--- config.mk ---
export PLATFORM = sky130hd
export DESIGN_NAME = cpu_regfile_sb
export DESIGN_NICKNAME = d
export VERILOG_FILES = /design/src/rtl/cpu_regfile_sb.sv
export SDC_FILE = /design/constraint.sdc
export NUM_CORES = 2
export LEC_CHECK = 0
export BUFFER_PORTS_ARGS = -buffer_cell sky130_fd_sc_hd__clkbuf_2
export CAP_MARGIN = 20
export CORE_MARGIN = 2
export CORE_UTILIZATION = 30
export CTS_BUF_LIST = sky130_fd_sc_hd__clkbuf_16
export DETAILED_ROUTE_END_ITERATION = 8
export MAX_ROUTING_LAYER = met4
export PLACE_DENSITY = 0.4
export RECOVER_POWER = 25
export SLEW_MARGIN = 20
export SYNTH_ARGS = -nofsm -noshare
export SYNTH_HDL_FRONTEND = slang
export SYNTH_SLANG_ARGS = --single-unit
--- constraint.sdc ---
create_clock -name clk -period 6.1 [get_ports clk]
set_input_delay 1.525 -clock clk [delete_from_list [all_inputs] [get_ports clk]]
set_output_delay 1.525 -clock clk [all_outputs]
set_load 0.02 [all_outputs]
--- src/rtl/cpu_regfile_sb.sv ---
`default_nettype none
// ============================================================================
// Module : cpu_regfile_sb
// Desc   : RV32 register file with result-pending scoreboard.
//          Optional macro REGFILE_BYPASS_EN adds write-through read forwarding.
// Rev    : 1.0  initial release
// ============================================================================
module cpu_regfile_sb #(
  parameter int XLEN = 32,
  parameter int NREG = 32,
  parameter int AW   = 5,
  parameter int NRD  = 4,
  parameter int NWR  = 2
) (
  input  logic                clk,
  input  logic                rst_n,
  input  logic [NRD*AW-1:0]   raddr,
  output logic [NRD*XLEN-1:0] rdata,
  output logic [NRD-1:0]      rbusy,
  input  logic [NWR-1:0]      wen,
  input  logic [NWR*AW-1:0]   waddr,
  input  logic [NWR*XLEN-1:0] wdata,
  input  logic                issue_en,
  input  logic [AW-1:0]       issue_rd,
  input  logic                flush,
  output logic [AW:0]         busy_cnt,
  output logic [NREG-1:0]     busy_vec
);

  logic [XLEN-1:0] regs_q [NREG];
  logic [XLEN-1:0] regs_d [NREG];
  logic [NREG-1:0] busy_q, busy_d;
  logic [AW:0]     busy_cnt_q, busy_cnt_d;

  // x0 and addresses beyond the implemented range never hold state
  function automatic logic addr_ok(input logic [AW-1:0] a);
    return (a != '0) && (int'(a) < NREG);
  endfunction

  always_comb begin
    regs_d = regs_q;
    busy_d = busy_q;
    // ascending port order lets the highest-index writer land last
    for (int j = 0; j < NWR; j++) begin
      if (wen[j] && addr_ok(waddr[j*AW +: AW])) begin
        regs_d[waddr[j*AW +: AW]] = wdata[j*XLEN +: XLEN];
        busy_d[waddr[j*AW +: AW]] = 1'b0;
      end
    end
    if (issue_en && addr_ok(issue_rd)) begin
      busy_d[issue_rd] = 1'b1;
    end
    if (flush) begin
      busy_d = '0;
    end
    busy_cnt_d = '0;
    for (int k = 0; k < NREG; k++) begin
      busy_cnt_d = busy_cnt_d + {{AW{1'b0}}, busy_d[k]};
    end
  end

  always_ff @(posedge clk or negedge rst_n) begin
    if (!rst_n) begin
      for (int r = 0; r < NREG; r++) begin
        regs_q[r] <= '0;
      end
      busy_q     <= '0;
      busy_cnt_q <= '0;
    end else begin
      regs_q     <= regs_d;
      busy_q     <= busy_d;
      busy_cnt_q <= busy_cnt_d;
    end
  end

  assign busy_vec = busy_q;
  assign busy_cnt = busy_cnt_q;

  generate
    for (genvar i = 0; i < NRD; i++) begin : g_rd
      logic [AW-1:0]   ra;
      logic [XLEN-1:0] rd_val;
      logic            rb_val;

      always_comb begin
        ra     = raddr[i*AW +: AW];
        rd_val = '0;
        rb_val = 1'b0;
        if (rst_n && addr_ok(ra)) begin
          rd_val = regs_q[ra];
          rb_val = busy_q[ra];
`ifdef REGFILE_BYPASS_EN
          // a same-cycle issue to this register re-marks it as pending
          for (int j = 0; j < NWR; j++) begin
            if (wen[j] && (waddr[j*AW +: AW] == ra)) begin
              rd_val = wdata[j*XLEN +: XLEN];
              rb_val = issue_en && (issue_rd == ra);
            end
          end
`endif
        end
      end

      assign rdata[i*XLEN +: XLEN] = rd_val;
      assign rbusy[i]              = rb_val;
    end
  endgenerate

endmodule
`default_nettype wire

==> qor.csv <==
metric,value,unit
status,finished with violations,
violations,"capacitance limit, slew limit, setup timing",
cts_sinks,1062,
cts_htree_levels,4,
syn_avg_cell_area,9.977,um2
vias_per_cell,6.374,
drive_gt1_frac,0.2023,
slew_viol_final,278,
synthMostInstantiatedCell,mux2i_1,
synth_compound_area_frac,0.1313,
drtAntennaViolNets,0,
drt_iter0_drc,11180,
p_per_area,301.2,nW/um2
fp.dieW,533.3,um
grt_use_met1,0.4644,
routed_wl,527600,um
netlist_instances,8425,
fillers,28290,
clock_path_buffers,4,
fin_nets,8569,
clk_pin_slew,60,ps
grt_use_total,0.3696,
grt.met2_usage,0.5345,
drc,0,
rsz0062_at_grt,true,
maxSlewHeadroom,-1.674,
clk_latency,840,ps
fp.dieH,533.3,um
synthArstFlopShare,1.000,
routedWlPerCell,42.82,um
final_hold_viol_count,0,
netlist_top_cells_count,"2076 x mux2i_1, 1062 x dfrtp_1, 674 x nand2_1",
synth-xor-area-share,0.0003126,
ys.flop_type,dfrtp_1,
post-place-ws,-845.4,ps
cts_hold_buffers,0,
syn-num-nets,8561,
synth-edff-count,0,
fin_crit,6112,ps
setup_viol,2,
clock_skew,10.95,ps
overflow,0,
cts-root-buf,clkbuf_16,
synth_top_family_by_area,multiplexers,
hold_path.class,reg2reg,
ys_seq_elements,1062,
globalRouteMet3Util,0.09051,
dr.pass1.iters,9,
cp-start-kind,primary input,
timing.fmax,163.6,MHz
io_buffers,274,
coreArea,279100,um2
path_max_fanout,34,
tightestPinTransition,4012,ps
rows,194,
worst_ep_arrival_time,4590,ps
yosys.area_share.adder,0.006758,
place_inst,12000,
grt_pass1_wl,699100,um
grt_max_degree,139,
critPathCaptureType,output port,
dr_total_vias,78540,
die_area,284400,um2
cts_buffers,154,
synth_top_area_cell,dfrtp_1,
maxCapViolations,3,
cts_tree,yes,
whs,429.5,ps
synthDistinctLibCells,52,
netlist_area,84060,um2
instances_no_fill,12320,
vdd_drop_max,0.2432,mV
fin_ws,-12.09,ps
dp_hpwl,339900,um
yosysTopAreaCellShare,0.3162,
ys_seq_area_frac,0.3162,
yosys_warnings,0,
grt_pass1_vias,74350,
antenna_found_initial,78,
area_growth,14.93,%
synthMuxAreaShare,0.3849,
synthTopCellsByArea,"dfrtp_1 32%, mux2i_1 25%, mux4_2 14%",
finalCritPeriodShare,1.002,
leakage,45.10,nW
start_util,0.3011,
io_pins,275,
crit_type,in2out,
gp_congestion,0.9432,
required,4580,ps
busiest_layer,met2,
post_synth_and_or_nand_nor_area_fraction,0.09936,
[per-stage QoR]
stage          utilization  power [W]  instance area (um2)  TNS, ps
3_3_place_gp        0.3289    0.01986                91820    -4090
2_1_floorplan            -    0.01654                84180    -1368
3_5_place_dp        0.3289    0.02006                91820    -3798
6_report            0.3461    0.02910                96600   -18.23
5_1_grt             0.3459    0.03020                96570   -33.07
4_1_cts             0.3454    0.02888                96430        0
[path summary, 6_finish.rpt]
check | from | slack, ps | to | depth (start not counted)
hold / removal | regs_q[1005]$_DFF_PN0_ | 430 | regs_q[1005]$_DFF_PN0_ | 0
min in group asynchronous | rst_n | 560 | regs_q[505]$_DFF_PN0_ | 1
hold reg to reg | regs_q[1005]$_DFF_PN0_ | 430 | regs_q[1005]$_DFF_PN0_ | 0
max in group asynchronous | rst_n | 490 | regs_q[592]$_DFF_PN0_ | 5
setup reg to reg | busy_vec[19]$_DFF_PN0_ | 840 | busy_cnt[4]$_DFF_PN0_ | 18
setup / recovery | rst_n | -10 | rdata[8] | 8
[logic make-up (layout without fill, tap and decap cells)]
| kind of cell | Yosys count | after routing |
|---|---|---|
| other | 0 | 62 |
| xor gates and xnor gates | 3 | 3 |
| adders and majority gates | 31 | 31 |
| DFF | 1062 | 1062 |
| AOI/OAI and AO/OA | 1843 | 1843 |
| and+or+nand+nor | 1848 | 1848 |
| muxes | 2590 | 2590 |
| buffers and inverters | 1048 | 1158 |
[area by class of cell]
| type | instances | area (um2) | share of cell area |
|---|---|---|---|
| flip-flops and latches | 1062 | 26580 | 0.2751 |
| inverters | 28 | 105.1 | 0.001088 |
| clock inverters | 99 | 626.9 | 0.006489 |
| clock buffers | 159 | 3979 | 0.04119 |
| well taps | 3724 | 4659 | 0.04823 |
| multi-input cells | 6315 | 53140 | 0.5501 |
| diodes | 62 | 155.1 | 0.001606 |
| repair buffers | 872 | 7362 | 0.07621 |
[critical path, stage by stage]
cell and delay [ps]:
buf_8 240, clkbuf_1 590, and4b_4 730, buf_12 300, a22o_1 270, a31oi_1 80
nand4_1 320, clkbuf_2 350
[layer usage]
metal | share of wire | vias to the layer above
met1 | 0.40 | 40410
met3 | 0.093 | 1391
met5 | 0 | -
met4 | 0.069 | 0
li1 | - | 31620
met2 | 0.43 | 5115
[cells in the final DEF (no fill, tap or decap), types with 258 or more instances in the layout]
master and instances:
clkbuf_2 258, a21oi_1 645, buf_4 482, o21ai_0 399
nand3_1 279, mux2i_1 2076, dfrtp_1 1062, a22oi_1 530
nand2_1 642, nor2_1 539, mux4_2 514
[repair_timing]
| item | 4_1_cts | 5_1_grt |
|---|---|---|
| setup buffers | 0 | 2 |
| resized for setup | 0 | 33 |
| endpoints found under the setup margin | 0 | 4 |
[state kept, by name, summed over array words and instances, names as in the netlist]
register,cells
regs_q,1024
busy_vec,32
busy_cnt,6
[power by group]
part           leakage (nW)  internal (W)  switching [W]  total [W]
Sequential             13.0       0.00881        0.00260     0.0114
Combinational          29.7       0.00422        0.00467    0.00890
Clock                  2.39       0.00500        0.00379    0.00879
(Power assumes the default switching activity.)
